$ cat src/rtl/debug_uart_pkg.sv
// Shared types and constants for the debug UART arbiter and its neighbours.
package debug_uart_pkg;

  // Arbiter sequencing: pick a source, pulse the UART, then track its busy flag.
  typedef enum logic [1:0] {
    IDLE      = 2'd0,
    LAUNCH    = 2'd1,
    WAIT_BUSY = 2'd2,
    WAIT_DONE = 2'd3
  } arb_state_e;

  // Which requester owned the most recent launch.
  typedef enum logic {
    CPU   = 1'b0,
    TRACE = 1'b1
  } grant_e;

  // Address-decode constants for the debug UART register block.
  localparam logic [31:0] DBG_UART_DATA_ADDR = 32'h0000_F000;
  localparam logic [31:0] DBG_UART_STAT_ADDR = 32'h0000_F004;

endpackage

$ cat src/rtl/debug_uart_arbiter_if.sv
// Signal bundle between the address decode / trace source / uart_tx and the arbiter.
interface debug_uart_arbiter_if #(
  parameter int FIFO_DEPTH = 4
);
  localparam int LW = $clog2(FIFO_DEPTH) + 1;

  // CPU write side
  logic          cpu_wr;
  logic [7:0]    cpu_data;
  logic          cpu_full;
  logic          cpu_empty;
  logic [LW-1:0] cpu_level;
  logic          cpu_ovf;
  logic          ovf_clr;
  // Trace source side
  logic          trc_valid;
  logic [7:0]    trc_data;
  logic          trc_ready;
  // uart_tx side
  logic          tx_en;
  logic [7:0]    tx_data;
  logic          tx_busy;
  // Status
  logic          arb_busy;

  // Surrounding logic: decode, trace streamer and uart_tx.
  modport master (
    output cpu_wr, cpu_data, ovf_clr, trc_valid, trc_data, tx_busy,
    input  cpu_full, cpu_empty, cpu_level, cpu_ovf, trc_ready, tx_en, tx_data, arb_busy
  );

  // The arbiter itself.
  modport slave (
    input  cpu_wr, cpu_data, ovf_clr, trc_valid, trc_data, tx_busy,
    output cpu_full, cpu_empty, cpu_level, cpu_ovf, trc_ready, tx_en, tx_data, arb_busy
  );
endinterface

$ cat src/rtl/debug_uart_arbiter_byte_fifo.sv
// Small byte FIFO for CPU writes. A push into a full FIFO is accepted only
// when a pop frees a slot in the same cycle; push_ok reports acceptance.
module byte_fifo #(
  parameter int DEPTH = 4
) (
  input  logic                   clk,
  input  logic                   rst,
  input  logic                   push,
  input  logic                   pop,
  input  logic [7:0]             din,
  output logic [7:0]             dout,
  output logic                   full,
  output logic                   empty,
  output logic [$clog2(DEPTH):0] level,
  output logic                   push_ok
);
  localparam int AW = $clog2(DEPTH);

  // Extra MSB on each pointer distinguishes full from empty when indices match.
  logic [AW:0] wr_ptr_q, wr_ptr_d;
  logic [AW:0] rd_ptr_q, rd_ptr_d;
  logic [7:0]  mem_q [DEPTH];
  logic        do_pop;

  assign level = wr_ptr_q - rd_ptr_q;
  assign empty = (wr_ptr_q == rd_ptr_q);
  assign full  = (level == (AW+1)'(DEPTH));
  assign dout  = mem_q[rd_ptr_q[AW-1:0]];

  // Accept/advance decisions for both pointers.
  always_comb begin
    do_pop   = pop && !empty;
    push_ok  = push && (!full || do_pop);
    wr_ptr_d = wr_ptr_q + (AW+1)'(push_ok);
    rd_ptr_d = rd_ptr_q + (AW+1)'(do_pop);
  end

  // Pointer registers.
  always_ff @(posedge clk) begin
    // NOTE: state registers use non-blocking assignment so every flop samples pre-edge values.
    if (rst) begin
      wr_ptr_q <= '0;
      rd_ptr_q <= '0;
    end else begin
      wr_ptr_q <= wr_ptr_d;
      rd_ptr_q <= rd_ptr_d;
    end
  end

  // Storage write.
  always_ff @(posedge clk) begin
    // NOTE: storage is deliberately not reset; emptiness comes from the pointers alone.
    if (push_ok) begin
      mem_q[wr_ptr_q[AW-1:0]] <= din;
    end
  end

endmodule

$ cat src/rtl/debug_uart_arbiter.sv
// Shares the debug uart_tx between buffered CPU writes and a trace byte source,
// with round-robin arbitration and a bounded wait for uart_tx to report busy.
module debug_uart_arbiter
  import debug_uart_pkg::*;
#(
  parameter int FIFO_DEPTH = 4,
  parameter int BUSY_WAIT  = 2
) (
  input logic                 clk,
  input logic                 rst,
  debug_uart_arbiter_if.slave bus
);
  localparam int CW = (BUSY_WAIT > 1) ? $clog2(BUSY_WAIT) : 1;

  arb_state_e state_q, state_d;
  grant_e     last_grant_q, last_grant_d;
  grant_e     grant;
  logic [7:0] tx_data_q, tx_data_d;
  logic       ovf_q, ovf_d;
  logic [CW-1:0] wait_cnt_q, wait_cnt_d;

  logic       tx_en;
  logic       trc_ready;
  logic       cpu_req;
  logic       trc_req;

  logic       fifo_pop;
  logic       fifo_push_ok;
  logic [7:0] fifo_dout;
  logic       fifo_full;
  logic       fifo_empty;
  logic [$clog2(FIFO_DEPTH):0] fifo_level;

  byte_fifo #(
    .DEPTH (FIFO_DEPTH)
  ) u_fifo (
    .clk     (clk),
    .rst     (rst),
    .push    (bus.cpu_wr),
    .pop     (fifo_pop),
    .din     (bus.cpu_data),
    .dout    (fifo_dout),
    .full    (fifo_full),
    .empty   (fifo_empty),
    .level   (fifo_level),
    .push_ok (fifo_push_ok)
  );

  assign cpu_req = !fifo_empty;
  assign trc_req = bus.trc_valid;

  // Arbiter next-state, grant and launch decode.
  always_comb begin
    // NOTE: every output of this block gets a default first, so no path can infer a latch.
    state_d      = state_q;
    last_grant_d = last_grant_q;
    tx_data_d    = tx_data_q;
    wait_cnt_d   = wait_cnt_q;
    grant        = CPU;
    fifo_pop     = 1'b0;
    trc_ready    = 1'b0;
    tx_en        = 1'b0;

    case (state_q)
      IDLE: begin
        if (!bus.tx_busy && (cpu_req || trc_req)) begin
          if (cpu_req && trc_req) begin
            grant = (last_grant_q == CPU) ? TRACE : CPU;
          end else begin
            grant = cpu_req ? CPU : TRACE;
          end
          if (grant == CPU) begin
            fifo_pop  = 1'b1;
            tx_data_d = fifo_dout;
          end else begin
            trc_ready = 1'b1;
            tx_data_d = bus.trc_data;
          end
          last_grant_d = grant;
          state_d      = LAUNCH;
        end
      end
      LAUNCH: begin
        tx_en      = 1'b1;
        wait_cnt_d = '0;
        state_d    = WAIT_BUSY;
      end
      WAIT_BUSY: begin
        if (bus.tx_busy) begin
          state_d = WAIT_DONE;
        end else if (wait_cnt_q == CW'(BUSY_WAIT - 1)) begin
          state_d = IDLE;
        end else begin
          wait_cnt_d = wait_cnt_q + CW'(1);
        end
      end
      WAIT_DONE: begin
        if (!bus.tx_busy) begin
          state_d = IDLE;
        end
      end
      default: state_d = IDLE;
    endcase
  end

  // Sticky overflow: a dropped push sets it and wins over a same-cycle clear.
  always_comb begin
    ovf_d = ovf_q;
    if (bus.ovf_clr) begin
      ovf_d = 1'b0;
    end
    if (bus.cpu_wr && !fifo_push_ok) begin
      ovf_d = 1'b1;
    end
  end

  // Arbiter registers.
  always_ff @(posedge clk) begin
    if (rst) begin
      state_q      <= IDLE;
      last_grant_q <= TRACE;
      tx_data_q    <= '0;
      ovf_q        <= 1'b0;
      wait_cnt_q   <= '0;
    end else begin
      state_q      <= state_d;
      last_grant_q <= last_grant_d;
      tx_data_q    <= tx_data_d;
      ovf_q        <= ovf_d;
      wait_cnt_q   <= wait_cnt_d;
    end
  end

  assign bus.cpu_full  = fifo_full;
  assign bus.cpu_empty = fifo_empty;
  assign bus.cpu_level = fifo_level;
  assign bus.cpu_ovf   = ovf_q;
  assign bus.trc_ready = trc_ready;
  assign bus.tx_en     = tx_en;
  assign bus.tx_data   = tx_data_q;
  assign bus.arb_busy  = (state_q != IDLE) || !fifo_empty;

endmodule
$ cat src/flat_wrapper.sv
// flat-port wrapper written by rule: the top's interface ports become plain ports
module debug_uart_arbiter_flat import debug_uart_pkg::*;
#(
  parameter int FIFO_DEPTH = 4,
  parameter int BUSY_WAIT  = 2
)
  (clk, rst, bus_cpu_wr, bus_cpu_data, bus_ovf_clr, bus_trc_valid, bus_trc_data, bus_tx_busy, bus_cpu_full, bus_cpu_empty, bus_cpu_level, bus_cpu_ovf, bus_trc_ready, bus_tx_en, bus_tx_data, bus_arb_busy);
  debug_uart_arbiter_if #(.FIFO_DEPTH(FIFO_DEPTH)) bus_i ();
  input logic clk;
  input logic rst;
  input wire logic [$bits(bus_i.cpu_wr)-1:0] bus_cpu_wr;
  input wire logic [$bits(bus_i.cpu_data)-1:0] bus_cpu_data;
  input wire logic [$bits(bus_i.ovf_clr)-1:0] bus_ovf_clr;
  input wire logic [$bits(bus_i.trc_valid)-1:0] bus_trc_valid;
  input wire logic [$bits(bus_i.trc_data)-1:0] bus_trc_data;
  input wire logic [$bits(bus_i.tx_busy)-1:0] bus_tx_busy;
  output wire logic [$bits(bus_i.cpu_full)-1:0] bus_cpu_full;
  output wire logic [$bits(bus_i.cpu_empty)-1:0] bus_cpu_empty;
  output wire logic [$bits(bus_i.cpu_level)-1:0] bus_cpu_level;
  output wire logic [$bits(bus_i.cpu_ovf)-1:0] bus_cpu_ovf;
  output wire logic [$bits(bus_i.trc_ready)-1:0] bus_trc_ready;
  output wire logic [$bits(bus_i.tx_en)-1:0] bus_tx_en;
  output wire logic [$bits(bus_i.tx_data)-1:0] bus_tx_data;
  output wire logic [$bits(bus_i.arb_busy)-1:0] bus_arb_busy;
  assign bus_i.cpu_wr = bus_cpu_wr;
  assign bus_i.cpu_data = bus_cpu_data;
  assign bus_i.ovf_clr = bus_ovf_clr;
  assign bus_i.trc_valid = bus_trc_valid;
  assign bus_i.trc_data = bus_trc_data;
  assign bus_i.tx_busy = bus_tx_busy;
  assign bus_cpu_full = bus_i.cpu_full;
  assign bus_cpu_empty = bus_i.cpu_empty;
  assign bus_cpu_level = bus_i.cpu_level;
  assign bus_cpu_ovf = bus_i.cpu_ovf;
  assign bus_trc_ready = bus_i.trc_ready;
  assign bus_tx_en = bus_i.tx_en;
  assign bus_tx_data = bus_i.tx_data;
  assign bus_arb_busy = bus_i.arb_busy;
  debug_uart_arbiter #(.FIFO_DEPTH(FIFO_DEPTH), .BUSY_WAIT(BUSY_WAIT)) u_core (.clk(clk), .rst(rst), .bus(bus_i));
endmodule
$ cat config.mk
export PLATFORM = sky130hd
export DESIGN_NAME = debug_uart_arbiter_flat
export DESIGN_NICKNAME = d
export VERILOG_FILES = /design/src/rtl/debug_uart_pkg.sv /design/src/rtl/debug_uart_arbiter_if.sv /design/src/rtl/debug_uart_arbiter_byte_fifo.sv /design/src/rtl/debug_uart_arbiter.sv /design/src/flat_wrapper.sv
export SDC_FILE = /design/constraint.sdc
export NUM_CORES = 1
export LEC_CHECK = 0
export ABC_AREA = 1
export CORE_MARGIN = 3
export CORE_UTILIZATION = 35
export CTS_BUF_LIST = sky130_fd_sc_hd__clkbuf_2 sky130_fd_sc_hd__clkbuf_4 sky130_fd_sc_hd__clkbuf_8
export DETAILED_ROUTE_END_ITERATION = 7
export GPL_TIMING_DRIVEN = 0
export PLACE_DENSITY_LB_ADDON = 0.12
export RECOVER_POWER = 100
export SLEW_MARGIN = 10
export SYNTH_ARGS = -nofsm -noshare
export SYNTH_HDL_FRONTEND = slang
export SYNTH_SLANG_ARGS = --single-unit
export TNS_END_PERCENT = 5
$ cat constraint.sdc
create_clock -name clk -period 6.66 [get_ports clk]
set_input_delay 0.999 -clock clk [delete_from_list [all_inputs] [get_ports clk]]
set_output_delay 0.999 -clock clk [all_outputs]
set_load 0.05 [all_outputs]
==> results by group <==
Clock network
  – Clock Sink Count: 51
  – CTS tree: built
  – CTS clk-pin slew, worst paths: roughly 90 ps
  – Num CTS Buffers: 5
  – CTS H-Tree Depth: 2
  – Post-CTS Hold Fix Bufs: 0
  – CTS resizes: 0
  – Post-CTS Setup Bufs: 0
  – Maximum clock insertion buffer count: 2
  – Clock Latency Late Sink: around 290 ps
  – Root Driver: clkbuf_8

Cells and area
  – Share of cells above drive strength 1: 0.1220
  – Multi-input logic area: 833.3 um2
  – Fillers: about 650
  – Final Instance Count excl. Fillers: about 370
  – Diode count: 0
  – Final net count: between 300 and 400
  – Reg area: between 0.001 and 0.0015 mm2
  – Synth-to-Final Area Change: 22.12%

Detailed routing
  – DRC viols: 0
  – Final ANT Viol Nets: 0
  – Drt pass-1 iters: 4
  – Via count: 1,635
  – Detailed-route wire length per cell: between 10 and 15 um
  – Routed wire length: 4611 um
  – DRT iter0 DRCs: 57
  – Vias/cell: between 4 and 5

Critical path
  – Flop2flop setup slack: ~3500 ps
  – Data required, critical path: between 5000 and 6000 ps
  – Crit Path Max Fanout: 10
  – Worst-path cell chain: clkbuf_1 > inv_1 > ha_1 > nand2_1 > inv_1 > nand3_1 > inv_4 > nand2_4 > nand3_1 > clkinvlp_2 > nand2_1 > inv_1 > clkdlybuf4s50_1
  – CP Class: reg2out
  – Most frequent cell on the critical path: inv_1
  – Critical Path Max Stage Delay: 690 ps
  – Critical path endpoint category: output pin
  – Startpoint types: flop
  – Critical-path top delay cell: clkdlybuf4s50_1
  – Worst Path Arrival: between 3000 and 4000 ps
  – Worst r2r path cells: 10
  – Worst reg2reg path endpoint: u_core.u_fifo.mem_q[0][6]
  – RR Startpoint: u_core.u_fifo.rd_ptr_q[1]

Timing
  – Slew Viols, Final: 0
  – Fmax: about 200 MHz
  – Worst slew pin tran: approximately 800 ps
  – Final Setup Violations: 0
  – Period utilization: 0.7478
  – Rel. slew slack: 0.4637
  – Hold Violations, Final: 0
  – Total negative slack: 0 ps
  – Post-layout min period: around 5000 ps
  – RSZ-0062 raised after global routing: no
  – Clock skew: 4.955 ps

GRT
  – Vias in the first global route: about 1,600
  – M3 GR Usage: 0.02916
  – Met2 usage: 0.2062
  – GR peak layer: met2
  – Global-route usage over all layers: 0.1285
  – First-pass GRT wire length: roughly 7500 um
  – Initial antenna violation count: 0
  – Largest net degree at the start of global routing: 15
  – Global Route met1 Usage: 0.1703
  – Remaining Overflow, GRT: 0

Placement
  – # port buffers: 37
  – Placed Instances: between 300 and 400
  – Dpl hpwl: approximately 3300 um
  – Placer congestion estimate: approximately 0.78

Synth
  – #FFs+latches synth: 51
  – Register area share after synthesis: 0.5726
  – Area share of the largest cell type after synthesis: 0.4103
  – Syn avg cell area: roughly 9.4 um2
  – Net Count, Synth: approximately 280
  – Synth top area cells: edfxtp_1, dfxtp_1, nand2_1
  – Syn Inst Count: 250
  – Unique masters post-synth: 26
  – Synth warn: 0
  – Post-synth top area cell: edfxtp_1
  – Post-Syn Area: between 0.002 and 0.0025 mm2

Floorplanning
  – Initial Utilization: 0.3647
  – Die ar.: 0.007710 mm2
  – FP Rows: 29
  – Die height: roughly 88 um
  – Num ports: 39
  – Core area: between 0.006 and 0.007 mm2
  – Chip width: between 80 and 90 um

Hold path
  – Hold crit path type: reg2reg
  – Hold path depth: 2
  – Hold Crit Start: u_core.bus.cpu_ovf
  – Endpoint, Worst Hold: u_core.bus.cpu_ovf

Pwr
  – Lkg Pwr: 1.200 nW
  – Worst vdd ir: roughly 120 uV
  – Pwr per Cell Area: approximately 430 mW/mm2

Job
  – Max Cap Violations: 0

Status
  – Result of the run: complete, no violations
## cells by family after synthesis
kind of cell / synth area share
XOR/XNOR: 0.007480
AO/OA/AOI/OAI: 0.08654
buffers and inverters: 0.05769
flip-flops: 0.5726
adder cells (fa/ha/maj): 0.04060
AND/OR/NAND/NOR: 0.2350
## worst max-delay path, delay by kind of cell, from the launching register on
| kind | cells | cell delay [ps] |
|---|---|---|
| DFF | 1 | 390 |
| and+or+nand+nor | 5 | 770 |
| adders and majority gates | 1 | 360 |
| buffers and inverters | 7 | 2150 |
## Yosys cell counts
| library cell | count |
|---|---|
| nand2_2 | 10 |
| o21ai_0 | 14 |
| dfxtp_1 | 19 |
| nor2_2 | 2 |
| a21oi_2 | 8 |
| buf_2 | 3 |
| inv_4 | 1 |
| nand2_4 | 1 |
| nor2_1 | 46 |
| ha_1 | 6 |
| o21ai_1 | 4 |
| inv_2 | 2 |
| nand2_1 | 60 |
| buf_4 | 2 |
| nand3_4 | 2 |
| fa_1 | 1 |
| nand3_1 | 4 |
| inv_6 | 1 |
| o2111ai_1 | 1 |
| a21oi_1 | 5 |
| xnor2_1 | 2 |
| clkbuf_1 | 1 |
| o21ai_2 | 1 |
| inv_1 | 21 |
| nor2_4 | 1 |
| edfxtp_1 | 32 |
## through the flow
stage                     area (um2)  utilization  setup slack, ps  hold WS (ps)  power (mW)
final                           2860       0.4454             1680         464.8       1.228
after global routing            2860       0.4454             1260         492.5       1.329
after floorplan                 2342            -             3777         450.8      0.9141
after CTS                       2898       0.4512             2646         471.6       1.279
after global placement          2809       0.4374             2763         457.7       1.097
after detailed placement        2809       0.4374             2760         458.4       1.101
## state kept, by name, indices dropped and copies added (netlist names)
name	cells
u_core.u_fifo.mem_q	32
u_core.last_grant_q	1
u_core.bus.cpu_ovf	1
u_core.wait_cnt_q	1
u_core.u_fifo.rd_ptr_q	3
u_core.state_q	2
u_core.bus.tx_data	8
u_core.u_fifo.wr_ptr_q	3
## cell type report
cell class              instances  share of cell area
flip-flops and latches         51              0.4689
clock inverters                 1            0.001750
inverters                      25             0.03412
multi-input cells             168              0.2913
clock buffers                   7             0.02931
plain buffers                   6             0.01137
well taps                      77             0.03368
repair buffers                 37              0.1295
## where the power goes
part           total [mW]  internal (mW)  switching [mW]
Combinational       0.629          0.192           0.437
Clock               0.179         0.0822          0.0971
Sequential          0.420          0.393          0.0271
## per-layer routing
| layer | wire [um] | part of all wire | vias to the layer above |
|---|---|---|---|
| met2 | 2075 | 0.45 | 29 |
| met4 | 58 | 0.013 | 0 |
| met1 | 2295 | 0.50 | 714 |
| met5 | 0 | 0 | - |
| li1 | - | - | 888 |
| met3 | 182 | 0.039 | 4 |
## cells in the final DEF, fill, tap and decap left out
cell type        count
o21ai_2              1
clkinv_2             1
o21ai_0             14
dfxtp_1             19
dlygate4sd3_1       25
nand3_1              6
buf_4                2
xnor2_1              2
clkbuf_8             5
ha_1                 6
nor2_2               2
clkbuf_4             2
buf_2                2
clkbuf_1             2
inv_2                1
clkinvlp_2           1
nor2_4               1
a21oi_1              7
o2111ai_1            1
nor2_1              46
inv_1               22
clkdlybuf4s50_1     12
nand2_1             60
fa_1                 1
edfxtp_1            32
nand2_4              1
a21oi_2              6
inv_4                1
o21ai_1              4
nand2_2             10
## worst max path at each step
stage,start,to,slack [ps],cells past startpoint
6_report,u_core.u_fifo.rd_ptr_q[1],bus_trc_ready,1680,13
5_1_grt,u_core.u_fifo.rd_ptr_q[1],bus_trc_ready,1260,13
4_1_cts,u_core.u_fifo.rd_ptr_q[1],bus_trc_ready,2650,13
3_5_place_dp,bus_tx_busy,bus_trc_ready,2760,7
3_3_place_gp,bus_tx_busy,bus_trc_ready,2760,7
2_1_floorplan,u_core.u_fifo.rd_ptr_q[1],bus_trc_ready,3780,12
Note: power is estimated with default switching activity, not from simulation.
==> RTL edit: new RTL, config.mk and constraints unchanged <==
Reset style: asynchronous (`rst`), changed in 2 clocked blocks.
--- a/src/rtl/debug_uart_arbiter_byte_fifo.sv
+++ b/src/rtl/debug_uart_arbiter_byte_fifo.sv
@@ -36,7 +36,7 @@
   end
 
   // Pointer registers.
-  always_ff @(posedge clk) begin
+  always_ff @(posedge clk or posedge rst) begin
     // NOTE: state registers use non-blocking assignment so every flop samples pre-edge values.
     if (rst) begin
       wr_ptr_q <= '0;
--- a/src/rtl/debug_uart_arbiter.sv
+++ b/src/rtl/debug_uart_arbiter.sv
@@ -115,7 +115,7 @@
   end
 
   // Arbiter registers.
-  always_ff @(posedge clk) begin
+  always_ff @(posedge clk or posedge rst) begin
     if (rst) begin
       state_q      <= IDLE;
       last_grant_q <= TRACE;
Check against the original RTL: differs if rst is asserted again (counterexample within 4 cycles, from zero or initial values and one cycle with rst high); with rst held inactive, the same outputs for 10 cycles.
==> RTL edit against the unedited design <==
Count of clock-buffer cells in the layout is 2 lower; design area increased by 0.70%; synthesized area up 0.96%; routed wire length fell by 7.5%; sequential cell count stayed put; largest power group unchanged; largest cell class unchanged; setup slack lost 0.079 ns; critical path depth decreased by 1; total power is 22% higher.
==> RTL edit: results <==
{
  "syn-num-nets": 251,
  "clock_skew_ns": 0.00914,
  "reg2reg_depth": 11,
  "grt_first_pass_wirelength_um": 7090,
  "synth_common_cells": "nand2_1 (46), edfxtp_1 (32), nor2_1 (30)",
  "reg2reg_from": "u_core.u_fifo.rd_ptr_q[1]",
  "grt_usage": 0.121,
  "viasPerCell": 4.51,
  "dp_hpwl_um": 3110,
  "r2r-end": "u_core.u_fifo.mem_q[3][1]",
  "routabilityCongestion": 0.775,
  "p_leak_nw": 1.23,
  "grt_max_degree": 20,
  "route.detailed.wl_per_inst_um": 12.4,
  "fin_crit_ns": 5.06,
  "ir_drop_mv": 0.149,
  "outcome": "finished clean",
  "synth.area.top_cells": "edfxtp_1 (41%), dfrtp_1 (19%), nand2_1 (7.3%), nand2_2 (4.8%), nor2_1 (4.8%)",
  "portBuffers": 38,
  "layout.nets": 296,
  "synth_cell_types": 30,
  "async_flop_share": 0.373,
  "hp-start": "u_core.bus.tx_data[4]",
  "arrival_ns": 4.06,
  "drt_iter0_drc": 45,
  "grt_pass1_vias": 1437,
  "whs_endpoint": "u_core.bus.tx_data[4]"
}
## RTL edit: changes by cell type in the layout (fill, tap and decap cells not counted), sizes merged, moves of 7 or more
cell | unedited run | this run
dfxtp | 19 | 0
dfrtp | 0 | 18
nor2 | 49 | 34
a21oi | 13 | 1
o21ai | 19 | 28
nand2 | 71 | 64
## RTL edit: cell type report
cell class	instances	area, um2
plain buffers	5	30.0
clock buffers	5	68.8
clock inverters	3	25.0
fillers	635	3580
inverters	22	103
multi-input cells	144	739
flip-flops and latches	51	1440
well taps	77	96.3
repair buffers	38	380
## RTL edit: worst max path at each step
stage / endpoint / slack [ns] / cells after the start
after floorplan: bus_trc_ready / 3.62 / 11
after global placement: bus_trc_ready / 2.64 / 6
after detailed placement: bus_trc_ready / 2.62 / 6
after CTS: bus_trc_ready / 2.49 / 12
after global routing: bus_trc_ready / 1.20 / 12
final: bus_trc_ready / 1.60 / 12
## RTL edit: power by group
| part | switching [mW] | leakage (nW) | internal, mW | total (mW) |
|---|---|---|---|---|
| combinational | 0.560 | 0.660 | 0.254 | 0.814 |
| clock | 0.107 | 0.0452 | 0.0767 | 0.184 |
| sequential | 0.0523 | 0.524 | 0.448 | 0.501 |
| total | 0.719 | 1.23 | 0.779 | 1.50 |
## RTL edit: logic make-up (layout without fill, tap and decap cells)
logic type      Yosys count  after routing  synth area share
fa+ha+maj                 7              7            0.0402
buf+inv                  27             73            0.0571
xor+xnor                  2              2           0.00741
simple gates            103            103             0.204
flops                    51             51             0.608
compound gates           32             32            0.0831
## RTL edit: routing by layer
layer	GRT usage	up-vias	part of all wire
met1	0.169	701	0.48
met4	0.0371	0	0.010
met3	0.0339	4	0.061
met5	0	-	0
li1	-	817	-
met2	0.185	33	0.45
## RTL edit: stage by stage
step | std cells | area, um2 | utilization | worst slack, ns | hold WS, ns
after floorplan | 222 | 2360 | - | 3.62 | 0.479
after global placement | 337 | 2840 | 0.440 | 2.64 | 0.473
after detailed placement | 337 | 2840 | 0.440 | 2.62 | 0.475
after CTS | 345 | 2940 | 0.454 | 2.49 | 0.502
after global routing | 345 | 2880 | 0.446 | 1.20 | 0.506
final | 345 | 2880 | 0.446 | 1.60 | 0.479
## RTL edit: worst reg2reg max path, cell delays in order, from the launching register on
cell and delay (ns):
dfrtp_1 0.41, clkbuf_1 0.34, clkbuf_1 0.39, inv_1 0.10, ha_1 0.29, nand2_1 0.07
clkinv_1 0.06, nand3_1 0.23, o2111ai_1 0.26, nand2_1 0.11, nand2_1 0.14, nor2_1 0.68
